`config.mk`:
```
export PLATFORM = sky130hd
export DESIGN_NAME = au_seq
export DESIGN_NICKNAME = d
export VERILOG_FILES = /design/src/rtl/au_pkg.sv /design/src/rtl/au_addsub.sv /design/src/rtl/au_seq.sv
export SDC_FILE = /design/constraint.sdc
export NUM_CORES = 1
export LEC_CHECK = 0
export CORE_MARGIN = 4
export CORE_UTILIZATION = 33
export CTS_BUF_LIST = sky130_fd_sc_hd__clkbuf_8
export CTS_CLUSTER_DIAMETER = 80
export DETAILED_ROUTE_END_ITERATION = 10
export REMOVE_ABC_BUFFERS = 1
export SYNTH_ARGS = -nofsm -noshare
export SYNTH_HDL_FRONTEND = slang
export SYNTH_SLANG_ARGS = --single-unit
```
`constraint.sdc`:
```
create_clock -name clk -period 9.9 [get_ports clk]
set_input_delay 1.98 -clock clk [delete_from_list [all_inputs] [get_ports clk]]
set_output_delay 1.98 -clock clk [all_outputs]
set_load 0.01 [all_outputs]
```
`src/rtl/au_pkg.sv`:
```
// au_pkg: opcode encodings and FSM state type shared by the au_seq block.
package au_pkg;

  localparam logic [2:0] OP_ADD = 3'd0;
  localparam logic [2:0] OP_SUB = 3'd1;
  localparam logic [2:0] OP_ADC = 3'd2;
  localparam logic [2:0] OP_SBC = 3'd3;
  localparam logic [2:0] OP_CMP = 3'd4;
  localparam logic [2:0] OP_MUL = 3'd5;

  typedef enum logic [1:0] {
    IDLE = 2'd0,
    BUSY = 2'd1,
    DONE = 2'd2
  } state_t;

endpackage

```
`src/rtl/au_addsub.sv`:
```
// au_addsub: combinational W-bit adder with carry-in and optional B inversion.
// Subtraction is formed as A + ~B + cin. Overflow is carry-into-MSB XOR carry-out.
module au_addsub #(
  parameter int W = 16
) (
  input  logic [W-1:0] a,
  input  logic [W-1:0] b,
  input  logic         cin,
  input  logic         inv_b,
  output logic [W-1:0] sum,
  output logic         cout,
  output logic         ovf
);

  logic [W-1:0] b_eff_s;
  logic [W:0]   full_s;
  logic [W-1:0] low_s;

  assign b_eff_s = inv_b ? ~b : b;
  assign full_s  = {1'b0, a} + {1'b0, b_eff_s} + {{W{1'b0}}, cin};
  // Sum of the bits below the MSB; its top bit is the carry into the MSB.
  assign low_s   = {1'b0, a[W-2:0]} + {1'b0, b_eff_s[W-2:0]} + {{(W-1){1'b0}}, cin};
  assign sum     = full_s[W-1:0];
  assign cout    = full_s[W];
  assign ovf     = low_s[W-1] ^ full_s[W];

endmodule

```
`src/rtl/au_seq.sv`:
```
// au_seq: registered add/sub/compare unit with valid/ready handshake and a
// stored carry (cq) for multi-word chaining. Defining AU_MUL_EN adds an
// iterative shift-add multiplier (opcode 5) with a BUSY state; without it
// opcode 5 is reported as illegal.
module au_seq
  import au_pkg::*;
#(
  parameter int W = 16
) (
  input  logic         clk,
  input  logic         rst,
  input  logic         in_valid,
  output logic         in_ready,
  input  logic [2:0]   op,
  input  logic [W-1:0] A,
  input  logic [W-1:0] B,
  output logic         out_valid,
  input  logic         out_ready,
  output logic [W-1:0] res,
  output logic         v,
  output logic         c,
  output logic         n,
  output logic         z,
  output logic         err
);

  localparam int CW = $clog2(W) + 1;

  state_t       state_r, state_nx;
  logic [W-1:0] res_r, res_nx;
  logic         v_r, v_nx, c_r, c_nx, n_r, n_nx, z_r, z_nx;
  logic         err_r, err_nx, cq_r, cq_nx;
  logic [W-1:0] add_a_s, add_b_s, add_sum_s;
  logic         add_cin_s, add_inv_s, add_cout_s, add_ovf_s;
  logic         ready_s, accept_s, legal_s;
`ifdef AU_MUL_EN
  logic [W-1:0]  a_r, a_nx, hi_r, hi_nx, lo_r, lo_nx;
  logic [CW-1:0] cnt_r, cnt_nx;
`endif

  assign ready_s  = (state_r == IDLE) || ((state_r == DONE) && out_ready);
  assign accept_s = in_valid && ready_s;

  // Decode which opcodes this build implements.
  always_comb begin
    legal_s = 1'b0;
    case (op)
      OP_ADD, OP_SUB, OP_ADC, OP_SBC, OP_CMP: legal_s = 1'b1;
`ifdef AU_MUL_EN
      OP_MUL: legal_s = 1'b1;
`endif
      default: legal_s = 1'b0;
    endcase
  end

  // Steer the shared adder: request operands at accept, accumulate step in BUSY.
  always_comb begin
    add_a_s   = A;
    add_b_s   = B;
    add_cin_s = 1'b0;
    add_inv_s = 1'b0;
    case (op)
      OP_ADD: begin add_inv_s = 1'b0; add_cin_s = 1'b0; end
      OP_SUB, OP_CMP: begin add_inv_s = 1'b1; add_cin_s = 1'b1; end
      OP_ADC: begin add_inv_s = 1'b0; add_cin_s = cq_r; end
      OP_SBC: begin add_inv_s = 1'b1; add_cin_s = cq_r; end
      default: begin add_inv_s = 1'b0; add_cin_s = 1'b0; end
    endcase
`ifdef AU_MUL_EN
    if (state_r == BUSY) begin
      add_a_s   = hi_r;
      add_b_s   = lo_r[0] ? a_r : {W{1'b0}};
      add_cin_s = 1'b0;
      add_inv_s = 1'b0;
    end else begin
      add_a_s = A;
    end
`endif
  end

  au_addsub #(.W(W)) u_addsub (
    .a    (add_a_s),
    .b    (add_b_s),
    .cin  (add_cin_s),
    .inv_b(add_inv_s),
    .sum  (add_sum_s),
    .cout (add_cout_s),
    .ovf  (add_ovf_s)
  );

  // Next-state and next result/flag values.
  always_comb begin
    state_nx = state_r;
    res_nx   = res_r;
    v_nx     = v_r;
    c_nx     = c_r;
    n_nx     = n_r;
    z_nx     = z_r;
    err_nx   = err_r;
    cq_nx    = cq_r;
`ifdef AU_MUL_EN
    a_nx     = a_r;
    hi_nx    = hi_r;
    lo_nx    = lo_r;
    cnt_nx   = cnt_r;
`endif
    if (accept_s) begin
      if (!legal_s) begin
        state_nx = DONE;
        res_nx   = {W{1'b0}};
        {v_nx, c_nx, n_nx, z_nx} = 4'b0000;
        err_nx   = 1'b1;
`ifdef AU_MUL_EN
      end else if (op == OP_MUL) begin
        // Product register {hi, lo} starts as {0, B}; B is consumed LSB-first.
        state_nx = BUSY;
        a_nx     = A;
        hi_nx    = {W{1'b0}};
        lo_nx    = B;
        cnt_nx   = {CW{1'b0}};
`endif
      end else begin
        state_nx = DONE;
        res_nx   = (op == OP_CMP) ? {W{1'b0}} : add_sum_s;
        v_nx     = add_ovf_s;
        c_nx     = add_cout_s;
        n_nx     = add_sum_s[W-1] ^ add_ovf_s;
        z_nx     = (add_sum_s == {W{1'b0}});
        err_nx   = 1'b0;
        cq_nx    = add_cout_s;
      end
    end else begin
      case (state_r)
        IDLE: state_nx = IDLE;
`ifdef AU_MUL_EN
        BUSY: begin
          // Add partial product into hi, then shift the 2W+1 bit value right.
          hi_nx  = {add_cout_s, add_sum_s[W-1:1]};
          lo_nx  = {add_sum_s[0], lo_r[W-1:1]};
          cnt_nx = cnt_r + {{(CW-1){1'b0}}, 1'b1};
          if (cnt_r == CW'(W - 1)) begin
            state_nx = DONE;
            res_nx   = lo_nx;
            v_nx     = 1'b0;
            c_nx     = (hi_nx != {W{1'b0}});
            n_nx     = lo_nx[W-1];
            z_nx     = (lo_nx == {W{1'b0}});
            err_nx   = 1'b0;
            cq_nx    = (hi_nx != {W{1'b0}});
          end else begin
            state_nx = BUSY;
          end
        end
`endif
        DONE: begin
          if (out_ready) begin
            state_nx = IDLE;
          end else begin
            state_nx = DONE;
          end
        end
        default: state_nx = IDLE;
      endcase
    end
  end

  // FSM state register.
  always_ff @(posedge clk) begin
    if (rst) begin
      state_r <= IDLE;
    end else begin
      state_r <= state_nx;
    end
  end

  // Result, flag, stored-carry and multiplier datapath registers.
  always_ff @(posedge clk) begin
    if (rst) begin
      res_r <= {W{1'b0}};
      v_r   <= 1'b0;
      c_r   <= 1'b0;
      n_r   <= 1'b0;
      z_r   <= 1'b0;
      err_r <= 1'b0;
      cq_r  <= 1'b0;
`ifdef AU_MUL_EN
      a_r   <= {W{1'b0}};
      hi_r  <= {W{1'b0}};
      lo_r  <= {W{1'b0}};
      cnt_r <= {CW{1'b0}};
`endif
    end else begin
      res_r <= res_nx;
      v_r   <= v_nx;
      c_r   <= c_nx;
      n_r   <= n_nx;
      z_r   <= z_nx;
      err_r <= err_nx;
      cq_r  <= cq_nx;
`ifdef AU_MUL_EN
      a_r   <= a_nx;
      hi_r  <= hi_nx;
      lo_r  <= lo_nx;
      cnt_r <= cnt_nx;
`endif
    end
  end

  assign in_ready  = ready_s;
  assign out_valid = (state_r == DONE);
  assign res       = res_r;
  assign v         = v_r;
  assign c         = c_r;
  assign n         = n_r;
  assign z         = z_r;
  assign err       = err_r;

endmodule

```
Word level (Yosys, flattened, before mapping)
Cells that the tools add are included.

word-level totals
  bits in registers = 24
  bits in latches = 0
  bits in writable memories = 0
  bits in read-only memories = 0
  input bits = 39
  output and inout bits = 23
  memories kept = 0

operators by class
  $add $sub $neg = 4
  multipliers = 0
  div/mod/pow operators = 0
  magnitude comparators = 0
  equal/unequal tests = 5
  shifts and indexed selects = 0
  multiplexer cells = 14
  bitwise operators = 4
  reductions and logical operators = 12

operators by type and width
  kind                  count
  $mux W16              3
  $add A16 B16 Y17      1
  $add A17 B1 Y17       1
  $add A15 B15 Y16      1
  $add A16 B1 Y16       1
  $logic_not A16 Y1     1
  $not A16 Y16          1
  $mux W1               7
  $eq A3 B2 Y1 const B  2
  $mux W2               3
  $reduce_or A3 Y1      2
  $reduce_or A5 Y1      1
  $reduce_or A2 Y1      2
  $eq A3 B1 Y1 const B  1
  $eq A3 B3 Y1 const B  1
  $logic_not A3 Y1      1
  $eq A2 B2 Y1 const B  1
  $logic_and A1 B1 Y1   2
  $logic_not A2 Y1      1
  $pmux W1 S2           1
  $reduce_and A2 Y1     1
  $xor A1 B1 Y1         2
  $logic_or A1 B1 Y1    1
  $not A1 Y1            1

Logic depth before layout (Yosys ltp)
Gate-level depths: netlist of run 1.

  depth after elaboration = 9
  gate-level depth with buffers = 14
  depth with buffers taken out = 13

Modules after synthesis
Synthesis of run 1 repeated with hierarchy kept, for this count alone.

second synthesis, totals
  cells, all modules = 233
  area, all modules = 1,983.2 um^2

by module, submodules not included
  module     times used  cells each  area an instance (um^2)  seq. area each (um^2)
  au_seq     1           119         1,086.0                  460.4
  au_addsub  1           114         897.1                    0.0

Worst setup path after synthesis of run 1
Ideal clock, no wire load.

  path type = in2reg
  from = input op[2]
  to = register res_r[13] (netlist: res[13])
  setup time = 132 ps
  arrival = 4,986 ps
  slack = 4,782 ps
  cell stages on the path = 13
  cells stage by stage = clkbuf_1 -> mux2i_1 -> buf_2 -> xnor2_1 -> ha_1 -> buf_6 -> a211o_4 -> a21oi_4 -> o21ai_1 -> or2_0 -> a311oi_1 -> or3_1 -> a21oi_1

between the ends
  longest elaborated chain between the ends = 8

RTL lines
  element                               RTL line                                   RTL
  start, declared                       au_seq.sv:14                               input logic [2:0] op,
  $eq A3 B3 Y1 (tied with other cells)  au_seq.sv:47, au_seq.sv:62, au_seq.sv:124
  $reduce_or A3 Y1 (no line)            -
  $mux W1                               au_seq.sv:62                               case (op)
  $mux W16                              au_addsub.sv:19                            assign b_eff_s = inv_b ? ~b : b;
  $add A16 B16 Y17                      au_addsub.sv:20                            assign full_s = {1'b0, a} + {1'b0, b_eff_s} + {{W{1'b0}}, cin};
  $add A17 B1 Y17                       au_addsub.sv:20
  $mux W16                              au_seq.sv:124                              res_nx = (op == OP_CMP) ? {W{1'b0}} : add_sum_s;
  $mux W16 (*)                          au_seq.sv:108                              if (!legal_s) begin
  end signal, assigned                  au_seq.sv:179                              res_r <= {W{1'b0}};
  end signal, assigned                  au_seq.sv:193                              res_r <= res_nx;
  end, declared                         au_seq.sv:30                               logic [W-1:0] res_r, res_nx;

Every way passes the cells marked *; elsewhere a longest branch is shown, timed or not.
A chain may end at the register's enable or synchronous reset.

Final worst setup path of run 1
  from = input op[2]
  to = register z_r (netlist: z)

between the ends
  longest elaborated chain between the ends = 8

RTL lines
  element                               RTL line                    RTL
  $eq A3 B3 Y1 (tied with other cells)  au_seq.sv:47, au_seq.sv:62
  $reduce_or A3 Y1 (no line)            -
  $mux W1                               au_seq.sv:62
  $mux W16                              au_addsub.sv:19
  $add A16 B16 Y17                      au_addsub.sv:20
  $add A17 B1 Y17                       au_addsub.sv:20
  $logic_not A16 Y1                     au_seq.sv:128               z_nx = (add_sum_s == {W{1'b0}});
  $mux W1 (*)                           au_seq.sv:108
  end signal, assigned                  au_seq.sv:197               z_r <= z_nx;
  end, declared                         au_seq.sv:31                logic v_r, v_nx, c_r, c_nx, n_r, n_nx, z_r, z_nx;

Marks and branches as above.

==> flow_summary.html, run 1 <==
<table>
<tr><th>Metric</th><th>Value</th></tr>
<tr><th colspan="2">Yosys</th></tr>
<tr><td>Combinational family with the most area after synthesis</td><td>compound AO/OA/AOI/OAI gates</td></tr>
<tr><td>Netlist Area Pre-Place</td><td>2280 um^2</td></tr>
<tr><td>Synthesized area per cell</td><td>7.99 um^2</td></tr>
<tr><td>Unique cell type count in the Yosys netlist</td><td>63</td></tr>
<tr><td>Mux contribution to synthesized area</td><td>2.25%</td></tr>
<tr><td>Area share of the largest cell type after synthesis</td><td>20.2%</td></tr>
<tr><td>Number of instances in the synthesized netlist</td><td>286</td></tr>
<tr><td>Synth Register Bits</td><td>23</td></tr>
<tr><td>Xor and xnor area share after synthesis</td><td>7.67%</td></tr>
<tr><td>Yosys warnings</td><td>0</td></tr>
<tr><td>Simple-Gate Fraction of Synth Area</td><td>22.2%</td></tr>
<tr><td>Sequential area share after synthesis</td><td>20.2%</td></tr>
<tr><td>Async set-or-reset flop fraction in the synthesized netlist</td><td>0%</td></tr>
<tr><td>Top post-synthesis cells by area</td><td>dfxtp_1 (20%), ha_1 (8.2%), xnor2_1 (6.5%)</td></tr>
<tr><td>Dominant synthesized flop cell</td><td>dfxtp_1</td></tr>
<tr><td>Share of the synthesized area in compound gates (AO/OA/AOI/OAI)</td><td>31.9%</td></tr>
<tr><td>Post-synthesis share of cell area spent on full adders, half adders and majority gates</td><td>9.97%</td></tr>
<tr><td>Post-synth EDFFs</td><td>0</td></tr>
<tr><td>Library cell with the largest summed area after synthesis</td><td>dfxtp_1</td></tr>
<tr><th colspan="2">Power</th></tr>
<tr><td>Logic gate share of total power</td><td>56.9%</td></tr>
<tr><td>Switching part of the total power</td><td>39.7%</td></tr>
<tr><td>Clock network power share</td><td>15.4%</td></tr>
<tr><td>Net Sw Power</td><td>0.148 mW</td></tr>
<tr><td>Sequential Power Share</td><td>27.7%</td></tr>
<tr><td>Power density over the cells</td><td>127 nW/um^2</td></tr>
<tr><td>Worst vdd ir</td><td>0.0407 mV</td></tr>
<tr><td>Reported leakage power</td><td>1.13 nW</td></tr>
<tr><td>Int Power</td><td>0.226 mW</td></tr>
<tr><th colspan="2">Critical path</th></tr>
<tr><td>Highest fanout seen on the critical path</td><td>16</td></tr>
<tr><td>Req. time, crit path</td><td>10.11 ns</td></tr>
<tr><td>Crit Path Class</td><td>in -&gt; reg</td></tr>
<tr><td>Category of the worst setup path launch point</td><td>primary input</td></tr>
<tr><td>Kind of end point of the critical path</td><td>flip-flop</td></tr>
<tr><td>Endpoint arrival time on the critical path</td><td>5.91 ns</td></tr>
<tr><td>Reg2Reg Depth</td><td>12</td></tr>
<tr><th colspan="2">Clock tree</th></tr>
<tr><td>Number of sinks handled by clock tree synthesis</td><td>23</td></tr>
<tr><td>Worst-Skew Late Latency</td><td>0.26 ns</td></tr>
<tr><td>Depth of the CTS H-tree</td><td>1</td></tr>
<tr><td>Setup fix buffers added after clock tree synthesis</td><td>0</td></tr>
<tr><td>Number of buffers on the longest clock path</td><td>2</td></tr>
<tr><td>Clock input transition at the sequential cells of the worst setup and hold paths</td><td>0.08 ns</td></tr>
<tr><td>Total of cells resized after clock tree synthesis</td><td>0</td></tr>
<tr><td>CTS Buf Count</td><td>3</td></tr>
<tr><td>TritonCTS clock tree</td><td>yes</td></tr>
<tr><td>Hold-fix buffers, CTS</td><td>0</td></tr>
<tr><td>Clk root buf</td><td>clkbuf_8</td></tr>
<tr><th colspan="2">Timing</th></tr>
<tr><td>Number of hold-slack violations in the final timing report</td><td>0</td></tr>
<tr><td>RSZ-0062 raised after global routing</td><td>no</td></tr>
<tr><td>Maximum achievable frequency</td><td>176 MHz</td></tr>
<tr><td>Worst slew margin</td><td>41.8%</td></tr>
<tr><td>Share of the clock period used by the worst path</td><td>57.5%</td></tr>
<tr><td>Worst clock skew</td><td>0.00409 ns</td></tr>
<tr><td>Final number of setup-violating endpoints</td><td>0</td></tr>
<tr><td>Time the worst path needs with I/O delays and setup</td><td>5.69 ns</td></tr>
<tr><td>Setup TNS Final</td><td>0 ns</td></tr>
<tr><td>Least-Margin Pin Slew</td><td>0.870 ns</td></tr>
<tr><td>Max-slew violation count</td><td>0</td></tr>
<tr><td>Least setup slack across all paths after layout</td><td>4.21 ns</td></tr>
<tr><th colspan="2">Placement</th></tr>
<tr><td>Last weighted congestion value of the routability-driven placer</td><td>0.818</td></tr>
<tr><td>Total of buffers placed on input and output ports</td><td>61</td></tr>
<tr><td>Post-Place Worst Slack</td><td>3.88 ns</td></tr>
<tr><td>Placed Instances</td><td>411</td></tr>
<tr><td>Final HPWL from detailed placement</td><td>4.71 mm</td></tr>
<tr><th colspan="2">Run status</th></tr>
<tr><td>Status</td><td>complete, no violations</td></tr>
<tr><th colspan="2">Layout</th></tr>
<tr><td>Multi-input gate area in the final layout</td><td>1700 um^2</td></tr>
<tr><td>Fin cells</td><td>415</td></tr>
<tr><td>Proportion of layout cells with a drive suffix above 1</td><td>5.97%</td></tr>
<tr><td>Antenna diode count</td><td>0</td></tr>
<tr><td>Sequential cell area</td><td>460 um^2</td></tr>
<tr><td>Filler Cell Count</td><td>692</td></tr>
<tr><td>Final Net Count</td><td>392</td></tr>
<tr><td>Area overhead of the layout relative to synthesis</td><td>29.5%</td></tr>
<tr><th colspan="2">Routing</th></tr>
<tr><td>Router iterations before antenna repair</td><td>4</td></tr>
<tr><td>1st-iter DRT viols</td><td>54</td></tr>
<tr><td>DRC errors left</td><td>0</td></tr>
<tr><td>Total routed wirelength</td><td>5.95 mm</td></tr>
<tr><td>Vias per cell</td><td>5.46</td></tr>
<tr><td>Drt wl/cell</td><td>14.3 um</td></tr>
<tr><td>Total number of vias</td><td>2267</td></tr>
<tr><td>Residual antenna-violating net count after detailed routing</td><td>0</td></tr>
<tr><th colspan="2">Floorplan</th></tr>
<tr><td>Std-Cell Core Area</td><td>6760 um^2</td></tr>
<tr><td>Number of I/O pins</td><td>62</td></tr>
<tr><td>Effective utilization at floorplan</td><td>33.8%</td></tr>
<tr><td>X dimension of the die</td><td>91.2 um</td></tr>
<tr><td>Die span in y</td><td>91.2 um</td></tr>
<tr><td>Area enclosed by the die boundary</td><td>8320 um^2</td></tr>
<tr><td>Number of rows in the core area</td><td>30</td></tr>
<tr><th colspan="2">Hold path</th></tr>
<tr><td>Hold Path Class</td><td>reg -&gt; reg</td></tr>
<tr><td>Number of cells on the worst hold path</td><td>2</td></tr>
<tr><th colspan="2">Global routing</th></tr>
<tr><td>Via count of the first global-routing pass</td><td>2237</td></tr>
<tr><td>Number of antenna violations at the first check in global routing</td><td>0</td></tr>
<tr><td>Maximum number of pins on one net before global-route repair</td><td>29</td></tr>
<tr><td>Total gr overflow</td><td>0</td></tr>
<tr><td>GRT Total Usage</td><td>14.5%</td></tr>
<tr><td>Wire length of the first global-routing pass</td><td>10.4 mm</td></tr>
<tr><th colspan="2">Job</th></tr>
<tr><td># Max-Cap Violations</td><td>0</td></tr>
</table>
worst max-delay path, cell delays in order:
cell and delay, ns:
clkdlybuf4s50_1 0.86, mux2i_2 0.27, buf_4 0.32, xor2_1 0.22, fa_1 0.21, inv_1 0.05
fa_1 0.39, a21o_1 0.24, a221oi_4 0.40, xor2_1 0.25, o221ai_1 0.15, nor4_1 0.30
o2111ai_1 0.16, nand2_1 0.09
logic make-up (layout without fill, tap and decap cells):
kind of cell,after synthesis,count (layout)
AO/OA/AOI/OAI,91,91
XOR/XNOR,20,20
adder cells (fa/ha/maj),17,17
buffers and inverters,27,76
flip-flops,23,23
multiplexers,5,5
AND/OR/NAND/NOR,103,103
power by group through the flow:
stage	registers [mW]	clock network (mW)	logic [mW]
final	0.104	0.0576	0.213
after global routing	0.105	0.0621	0.238
after CTS	0.104	0.0592	0.213
after global placement	0.106	0	0.211
after detailed placement	0.106	0	0.212
after floorplan	0.109	0	0.143
final timing paths:
check	start	to	slack, ns
hold / removal	res[10]	res[10]	0.45
hold reg to reg	res[10]	res[10]	0.45
setup / recovery	op[2]	z	4.21
setup reg to reg	cq_r	v	7.03
cells in the final DEF (no fill, tap or decap), types with 2 or more instances in the layout:
cell,n
nor4_1,4
nand4_1,4
o2111ai_1,6
a22oi_1,4
clkbuf_8,3
o21a_1,2
nand2_1,24
a211oi_2,3
and3_1,5
nor2_1,30
clkdlybuf4s50_1,61
a21oi_1,22
nor3_1,10
fa_1,2
o21ai_0,6
mux2i_1,3
a21boi_0,3
o41a_1,4
xor2_1,3
ha_1,15
or3_1,6
o31ai_1,6
inv_1,10
and3b_1,3
a21o_1,4
dfxtp_1,23
nor2b_1,2
nand2b_1,2
o211a_1,5
a311oi_1,2
nand3_1,5
o21ai_1,2
xnor2_1,17
o311ai_0,2
o22a_1,2
layer usage:
layer	wire length (um)	up-vias	track usage [%]
li1	-	1172	-
met1	3020	1039	20.1
met2	2650	51	24.4
met3	214	5	1.57
met4	64	0	2.64
met5	0	-	0
per-stage QoR:
stage	utilization, %	power, mW	area, um^2	hold slack, ns
2_1_floorplan	-	0.252	2190	0.431
3_3_place_gp	43.1	0.317	2910	0.442
3_5_place_dp	43.1	0.318	2910	0.446
4_1_cts	43.8	0.376	2960	0.455
5_1_grt	43.8	0.404	2960	0.492
6_report	43.8	0.374	2960	0.454
synthesized netlist by cell type, types with 4 or more instances:
cell / n
a21o_1: 4
a21oi_1: 22
a22oi_1: 4
and3_1: 5
buf_2: 7
clkbuf_1: 7
dfxtp_1: 23
ha_1: 15
inv_1: 10
mux2i_1: 4
nand2_1: 24
nand3_1: 5
nand4_1: 4
nor2_1: 30
nor3_1: 10
nor4_1: 4
o2111ai_1: 6
o211a_1: 5
o21ai_0: 6
o31ai_1: 6
o41a_1: 4
or3_1: 6
xnor2_1: 17
state kept, by name, indices dropped and copies added (netlist names):
name	count
c	1
cq_r	1
err	1
n	1
res	16
state_r	1
v	1
z	1
area by class of cell:
class,count,area share [%]
clock buffers,3,1.40
clock inverters,1,0.169
inverters,10,1.27
multi-input cells,236,57.3
flip-flops and latches,23,15.6
well taps,80,3.38
repair buffers,62,20.9
No activity file was read; power rests on OpenSTA's default activity.
==> inputs of run 2 (changes only) <==
clock period = 5.73 ns   (was 9.9 ns; I/O delays follow)
==> flow_summary.html, run 2 (same netlist as run 1, synthesis figures left out) <==
<table>
<tr><th>Metric</th><th>Value</th></tr>
<tr><th colspan="2">Power</th></tr>
<tr><td>Power density over the cells</td><td>219 nW/um^2 (+73%)</td></tr>
<tr><td>Post-layout power</td><td>0.650 mW (+74%)</td></tr>
<tr><td>Worst vdd ir</td><td>0.0929 mV (+130%)</td></tr>
<tr><td>Reported leakage power</td><td>1.14 nW (+0.42%)</td></tr>
<tr><th colspan="2">Timing</th></tr>
<tr><td>Number of hold-slack violations in the final timing report</td><td>0 (unchanged)</td></tr>
<tr><td>Share of the clock period used by the worst path</td><td>76.7%</td></tr>
<tr><td>Worst clock skew</td><td>0.00282 ns (-0.00127 ns)</td></tr>
<tr><td>RSZ-0062 raised after global routing</td><td>no</td></tr>
<tr><td>Final number of setup-violating endpoints</td><td>0 (unchanged)</td></tr>
<tr><td>Worst slew margin</td><td>40.3% (-1.5 points)</td></tr>
<tr><td>Time the worst path needs with I/O delays and setup</td><td>4.40 ns</td></tr>
<tr><td>Setup TNS Final</td><td>0 ns (unchanged)</td></tr>
<tr><td>Least-Margin Pin Slew</td><td>0.893 ns (+0.0222 ns)</td></tr>
<tr><td>Max-slew violation count</td><td>0 (unchanged)</td></tr>
<tr><td>Maximum achievable frequency</td><td>227 MHz</td></tr>
<tr><td>Worst Hold Margin</td><td>0.454 ns (-0.000415 ns)</td></tr>
<tr><th colspan="2">Job</th></tr>
<tr><td># Max-Cap Violations</td><td>0 (unchanged)</td></tr>
<tr><th colspan="2">Clock tree</th></tr>
<tr><td>Worst-Skew Late Latency</td><td>0.26 ns (about the same)</td></tr>
<tr><td>Total of cells resized after clock tree synthesis</td><td>0 (unchanged)</td></tr>
<tr><td>Setup fix buffers added after clock tree synthesis</td><td>0 (unchanged)</td></tr>
<tr><td>TritonCTS clock tree</td><td>yes</td></tr>
<tr><td>CTS Buf Count</td><td>3 (unchanged)</td></tr>
<tr><td>Number of sinks handled by clock tree synthesis</td><td>23 (unchanged)</td></tr>
<tr><td>Clock input transition at the sequential cells of the worst setup and hold paths</td><td>0.08 ns (about the same)</td></tr>
<tr><td>Clk root buf</td><td>clkbuf_8</td></tr>
<tr><td>Depth of the CTS H-tree</td><td>1 (unchanged)</td></tr>
<tr><td>Number of buffers on the longest clock path</td><td>2 (unchanged)</td></tr>
<tr><td>Hold-fix buffers, CTS</td><td>0 (unchanged)</td></tr>
<tr><th colspan="2">Routing</th></tr>
<tr><td>Drt wl/cell</td><td>14.6 um (+1.7%)</td></tr>
<tr><td>1st-iter DRT viols</td><td>97 (+80%)</td></tr>
<tr><td>Total number of vias</td><td>2270 (+0.13%)</td></tr>
<tr><td>Residual antenna-violating net count after detailed routing</td><td>0 (unchanged)</td></tr>
<tr><td>Total routed wirelength</td><td>6.06 mm (+1.9%)</td></tr>
<tr><td>Vias per cell</td><td>5.46 (-0.11%)</td></tr>
<tr><td>Router iterations before antenna repair</td><td>4 (unchanged)</td></tr>
<tr><td>DRC errors left</td><td>0 (unchanged)</td></tr>
<tr><th colspan="2">Global routing</th></tr>
<tr><td>Maximum number of pins on one net before global-route repair</td><td>29 (unchanged)</td></tr>
<tr><td>Total gr overflow</td><td>0 (unchanged)</td></tr>
<tr><td>Number of antenna violations at the first check in global routing</td><td>0 (unchanged)</td></tr>
<tr><td>Wire length of the first global-routing pass</td><td>10.4 mm (-0.20%)</td></tr>
<tr><td>Via count of the first global-routing pass</td><td>2179 (-2.6%)</td></tr>
<tr><td>GRT Total Usage</td><td>14.5% (+0.017 points)</td></tr>
<tr><th colspan="2">Critical path</th></tr>
<tr><td>Cell type of the slowest stage on the worst timing path</td><td>clkdlybuf4s50_1</td></tr>
<tr><td>Endpoint arrival time on the critical path</td><td>4.51 ns (-1.40 ns)</td></tr>
<tr><td>Crit Path Class</td><td>in -&gt; reg</td></tr>
<tr><td>Cell type with the highest occurrence count on the critical path</td><td>buf_4</td></tr>
<tr><td>Maximum cell stage delay along the critical path</td><td>0.46 ns (-0.40 ns)</td></tr>
<tr><td>Category of the worst setup path launch point</td><td>primary input</td></tr>
<tr><td>Req. time, crit path</td><td>5.84 ns (-4.27 ns)</td></tr>
<tr><td>CP Cell Sequence</td><td>clkdlybuf4s50_1 &gt; buf_4 &gt; mux2i_2 &gt; buf_4 &gt; xnor2_1 &gt; ha_1 &gt; a211o_4 &gt; a21oi_4 &gt; o21ai_1 &gt; or2_0 &gt; a311oi_1 &gt; or3_1 &gt; a21oi_1</td></tr>
<tr><td>Kind of end point of the critical path</td><td>flip-flop</td></tr>
<tr><td>Highest fanout seen on the critical path</td><td>16 (unchanged)</td></tr>
<tr><th colspan="2">Placement</th></tr>
<tr><td>Final HPWL from detailed placement</td><td>4.86 mm (+3.1%)</td></tr>
<tr><td>Placed Instances</td><td>412 (+0.24%)</td></tr>
<tr><td>Last weighted congestion value of the routability-driven placer</td><td>0.831 (+1.6%)</td></tr>
<tr><td>Total of buffers placed on input and output ports</td><td>61 (unchanged)</td></tr>
<tr><th colspan="2">Layout</th></tr>
<tr><td>Area overhead of the layout relative to synthesis</td><td>29.8%</td></tr>
<tr><td>Fin cells</td><td>416 (+0.24%)</td></tr>
<tr><td>Max FFs per register</td><td>16 (unchanged)</td></tr>
<tr><td>Leading cell type in the layout, fill and taps excluded</td><td>clkdlybuf4s50_1</td></tr>
<tr><td>Antenna diode count</td><td>0 (unchanged)</td></tr>
<tr><td>Proportion of layout cells with a drive suffix above 1</td><td>6.25% (+0.28 points)</td></tr>
<tr><td>Final Net Count</td><td>393 (+0.26%)</td></tr>
<tr><td>Commonest cells after routing, fill and taps aside</td><td>clkdlybuf4s50_1 (61), nor2_1 (30), nand2_1 (24)</td></tr>
<tr><th colspan="2">Floorplan</th></tr>
<tr><td>Std-Cell Core Area</td><td>6760 um^2 (unchanged)</td></tr>
<tr><td>Number of I/O pins</td><td>62 (unchanged)</td></tr>
<tr><td>Die span in y</td><td>91.2 um (unchanged)</td></tr>
<tr><td>Area enclosed by the die boundary</td><td>8320 um^2 (unchanged)</td></tr>
<tr><td>Effective utilization at floorplan</td><td>33.8% (unchanged)</td></tr>
<tr><td>X dimension of the die</td><td>91.2 um (unchanged)</td></tr>
<tr><td>Number of rows in the core area</td><td>30 (unchanged)</td></tr>
<tr><th colspan="2">Hold path</th></tr>
<tr><td>Hold Path Class</td><td>reg -&gt; reg</td></tr>
<tr><th colspan="2">Run status</th></tr>
<tr><td>Status</td><td>complete, no violations</td></tr>
</table>
[run 2: cell count changes in the layout (fill, tap and decap cells not counted)]
cell   delta
buf_4     +1
[run 2: metrics by stage]
step | area (um^2) | utilization, % | worst slack (ns)
floorplan | 2190 | - | 1.04
global placement | 2920 | 43.2 | 1.07
detailed placement | 2920 | 43.2 | 1.06
CTS | 2970 | 43.9 | 1.32
global route | 2970 | 43.9 | 1.04
finish | 2970 | 43.9 | 1.33
[run 2: final timing paths]
kind	start	endpoint	slack, ns	cells past startpoint
worst max-delay path	op[2]	res[13]	1.33	13
worst min-delay path	c	c	0.45	2
worst max register to register	cq_r	z	2.88	12
worst min register to register	c	c	0.45	2
[run 2: critical path: cells and delay by family]
kind | cells | cell delay [ns]
fa+ha+maj | 1 | 0.34
compound gates | 5 | 1.23
xor+xnor | 1 | 0.15
mux | 1 | 0.27
buf+inv | 3 | 0.98
simple gates | 2 | 0.37
[run 2: area by class of cell]
type,count,area (um^2)
clock inverters,1,5.00
flip-flops and latches,23,460
multi-input cells,236,1700
well taps,80,100
repair buffers,63,626
fillers,705,3790
clock buffers,3,41.3
inverters,10,37.5
[run 2: power by group]
group / leakage [nW] / internal (mW) / switching [mW]
registers: 0.188 / 0.172 / 0.00702
clock network: 0.0255 / 0.0484 / 0.0507
logic: 0.924 / 0.170 / 0.202
total: 1.14 / 0.390 / 0.260
[run 2: layer usage]
metal	routed length [um]	vias up	GRT usage (%)	part of all wire [%]
li1	-	1177	-	-
met1	3040	1036	21.2	50
met2	2750	57	23.9	45
met3	263	0	1.74	4.3
met4	0	0	0.754	0
met5	0	-	0	0
==> inputs of run 3 (changes only) <==
clock period = 3.9 ns   (was 5.73 ns; I/O delays follow)
==> flow_summary.html, run 3 (same netlist as run 1, synthesis figures left out) <==
<table>
<tr><th>Metric</th><th>Value</th></tr>
<tr><th colspan="2">Placement</th></tr>
<tr><td>Total of buffers placed on input and output ports</td><td>61 (unchanged)</td></tr>
<tr><td>Final HPWL from detailed placement</td><td>5.29 mm (+8.8%)</td></tr>
<tr><td>Last weighted congestion value of the routability-driven placer</td><td>0.851 (+2.4%)</td></tr>
<tr><td>Instance area at placement</td><td>3300 um^2 (+13%)</td></tr>
<tr><th colspan="2">Clock tree</th></tr>
<tr><td>Clk root buf</td><td>clkbuf_8</td></tr>
<tr><td>Worst-Skew Late Latency</td><td>0.26 ns (about the same)</td></tr>
<tr><td>CTS Buf Count</td><td>3 (unchanged)</td></tr>
<tr><td>Number of buffers on the longest clock path</td><td>2 (unchanged)</td></tr>
<tr><td>Depth of the CTS H-tree</td><td>1 (unchanged)</td></tr>
<tr><td>Number of sinks handled by clock tree synthesis</td><td>23 (unchanged)</td></tr>
<tr><td>Setup fix buffers added after clock tree synthesis</td><td>0 (unchanged)</td></tr>
<tr><td>Clock input transition at the sequential cells of the worst setup and hold paths</td><td>0.08 ns (about the same)</td></tr>
<tr><td>TritonCTS clock tree</td><td>yes</td></tr>
<tr><th colspan="2">Timing</th></tr>
<tr><td>Maximum achievable frequency</td><td>265 MHz</td></tr>
<tr><td>Number of hold-slack violations in the final timing report</td><td>0 (unchanged)</td></tr>
<tr><td>Share of the clock period used by the worst path</td><td>96.9%</td></tr>
<tr><td>Setup TNS Final</td><td>0 ns (unchanged)</td></tr>
<tr><td>RSZ-0062 raised after global routing</td><td>yes</td></tr>
<tr><td>Max-slew violation count</td><td>0 (unchanged)</td></tr>
<tr><td>Least-Margin Pin Slew</td><td>0.495 ns (-0.397 ns)</td></tr>
<tr><td>Worst clock skew</td><td>0.00215 ns (-0.000666 ns)</td></tr>
<tr><td>Final number of setup-violating endpoints</td><td>0 (unchanged)</td></tr>
<tr><td>Worst Hold Margin</td><td>0.453 ns (-0.00135 ns)</td></tr>
<tr><td>Time the worst path needs with I/O delays and setup</td><td>3.78 ns</td></tr>
<tr><td>Worst slew margin</td><td>66.7% (+26 points)</td></tr>
<tr><th colspan="2">Critical path</th></tr>
<tr><td>Req. time, crit path</td><td>4.11 ns (-1.73 ns)</td></tr>
<tr><td>Category of the worst setup path launch point</td><td>primary input</td></tr>
<tr><td>Kind of end point of the critical path</td><td>flip-flop</td></tr>
<tr><td>Crit Path Class</td><td>in -&gt; reg</td></tr>
<tr><td>Highest fanout seen on the critical path</td><td>6 (-10)</td></tr>
<tr><td>Endpoint arrival time on the critical path</td><td>3.99 ns (-0.52 ns)</td></tr>
<tr><th colspan="2">Layout</th></tr>
<tr><td>Fraction of the core area covered by cells at the end of the flow</td><td>49.7% (+5.8 points)</td></tr>
<tr><td>Filler Cell Count</td><td>685 (-2.8%)</td></tr>
<tr><td>Proportion of layout cells with a drive suffix above 1</td><td>19.1% (+13 points)</td></tr>
<tr><td>Leading cell type in the layout, fill and taps excluded</td><td>clkdlybuf4s50_1</td></tr>
<tr><td>Area overhead of the layout relative to synthesis</td><td>47.0%</td></tr>
<tr><td>Sequential cell area</td><td>460 um^2 (unchanged)</td></tr>
<tr><td>Multi-input gate area in the final layout</td><td>1710 um^2 (+0.59%)</td></tr>
<tr><td>Final cell area excluding filler cells</td><td>3360 um^2 (+13%)</td></tr>
<tr><td>Antenna diode count</td><td>0 (unchanged)</td></tr>
<tr><td>Max FFs per register</td><td>16 (unchanged)</td></tr>
<tr><td>Commonest cells after routing, fill and taps aside</td><td>clkdlybuf4s50_1 (61), buf_4 (53), nor2_1 (30)</td></tr>
<tr><td>Final Net Count</td><td>444 (+13%)</td></tr>
<tr><th colspan="2">Power</th></tr>
<tr><td>Logic gate share of total power</td><td>62.0% (+4.8 points)</td></tr>
<tr><td>Int Power</td><td>0.672 mW (+72%)</td></tr>
<tr><td>Post-layout power</td><td>1.08 mW (+66%)</td></tr>
<tr><td>Clock network power share</td><td>13.7% (-1.5 points)</td></tr>
<tr><td>Switching part of the total power</td><td>37.7% (-2.3 points)</td></tr>
<tr><td>Power density over the cells</td><td>321 nW/um^2 (+46%)</td></tr>
<tr><td>Worst vdd ir</td><td>0.121 mV (+30%)</td></tr>
<tr><td>Reported leakage power</td><td>1.39 nW (+22%)</td></tr>
<tr><td>Sequential Power Share</td><td>24.4% (-3.2 points)</td></tr>
<tr><td>Net Sw Power</td><td>0.406 mW (+56%)</td></tr>
<tr><th colspan="2">Routing</th></tr>
<tr><td>Vias per cell</td><td>5.22 (-4.2%)</td></tr>
<tr><td>Router iterations before antenna repair</td><td>4 (unchanged)</td></tr>
<tr><td>Total routed wirelength</td><td>6.32 mm (+4.3%)</td></tr>
<tr><td>DRC errors left</td><td>0 (unchanged)</td></tr>
<tr><td>Residual antenna-violating net count after detailed routing</td><td>0 (unchanged)</td></tr>
<tr><td>Total number of vias</td><td>2440 (+7.5%)</td></tr>
<tr><td>1st-iter DRT viols</td><td>58 (-40%)</td></tr>
<tr><td>Drt wl/cell</td><td>13.5 um (-7.1%)</td></tr>
<tr><th colspan="2">Global routing</th></tr>
<tr><td>Wire length of the first global-routing pass</td><td>10.8 mm (+3.8%)</td></tr>
<tr><td>Via count of the first global-routing pass</td><td>2365 (+8.5%)</td></tr>
<tr><td>Total gr overflow</td><td>0 (unchanged)</td></tr>
<tr><td>Number of antenna violations at the first check in global routing</td><td>0 (unchanged)</td></tr>
<tr><td>GRT Total Usage</td><td>15.1% (+0.62 points)</td></tr>
<tr><td>Maximum number of pins on one net before global-route repair</td><td>29 (unchanged)</td></tr>
<tr><th colspan="2">Floorplan</th></tr>
<tr><td>Number of I/O pins</td><td>62 (unchanged)</td></tr>
<tr><td>Number of rows in the core area</td><td>30 (unchanged)</td></tr>
<tr><td>Die span in y</td><td>91.2 um (unchanged)</td></tr>
<tr><td>Area enclosed by the die boundary</td><td>8320 um^2 (unchanged)</td></tr>
<tr><td>Std-Cell Core Area</td><td>6760 um^2 (unchanged)</td></tr>
<tr><td>X dimension of the die</td><td>91.2 um (unchanged)</td></tr>
<tr><td>Effective utilization at floorplan</td><td>33.8% (unchanged)</td></tr>
<tr><th colspan="2">Hold path</th></tr>
<tr><td>Hold Path Class</td><td>reg -&gt; reg</td></tr>
<tr><th colspan="2">Job</th></tr>
<tr><td># Max-Cap Violations</td><td>0 (unchanged)</td></tr>
<tr><th colspan="2">Run status</th></tr>
<tr><td>Status</td><td>complete, no violations</td></tr>
</table>
## run 3: area by class of cell
class	instances	area share, %
flip-flops and latches	23	13.7
clock inverters	1	0.149
inverters	10	1.12
well taps	80	2.98
repair buffers	114	30.0
clock buffers	3	1.23
multi-input cells	236	50.8
## run 3: worst paths after layout
| check | from | end | slack, ns | depth (start not counted) |
|---|---|---|---|---|
| setup / recovery | op[0] | z | 0.12 | 14 |
| hold / removal | res[10] | res[10] | 0.45 | 2 |
| setup reg to reg | cq_r | z | 1.09 | 14 |
| hold reg to reg | res[10] | res[10] | 0.45 | 2 |
## run 3: what timing repair did
action                                  4_1_cts  5_1_grt
endpoints found under the setup margin        0        4
hold buffers                                  0        0
gates resized for setup                       0        2
## run 3: power by group through the flow
stage / Sequential, mW / Combinational (mW) / Clock (mW)
after floorplan: 0.276 / 0.364 / 0
after global placement: 0.268 / 0.657 / 0
after detailed placement: 0.268 / 0.662 / 0
after CTS: 0.263 / 0.666 / 0.152
after global routing: 0.265 / 0.740 / 0.159
final: 0.263 / 0.668 / 0.147
## run 3: critical path, cell delays in order
cell,delay (ns)
clkdlybuf4s50_1,0.53
nor2_1,0.07
mux2i_2,0.20
xor2_1,0.23
fa_1,0.23
inv_1,0.05
fa_1,0.38
a21o_1,0.23
a221oi_4,0.37
xor2_1,0.24
o221ai_1,0.14
nor4_1,0.29
o2111ai_1,0.16
nand2_1,0.09
## run 3: per-layer routing
| layer | track usage [%] | part of all wire (%) | vias to the layer above |
|---|---|---|---|
| met4 | 1.88 | 0.36 | 0 |
| li1 | - | - | 1271 |
| met2 | 26.5 | 47 | 56 |
| met5 | 0 | 0 | - |
| met3 | 1.33 | 3.7 | 2 |
| met1 | 20.7 | 49 | 1111 |
## run 3: through the flow
step / setup slack, ns / cells
2_1_floorplan: -0.419 / 269
3_3_place_gp: -0.111 / 463
3_5_place_dp: -0.161 / 463
4_1_cts: 0.0974 / 467
5_1_grt: -0.0498 / 467
6_report: 0.120 / 467
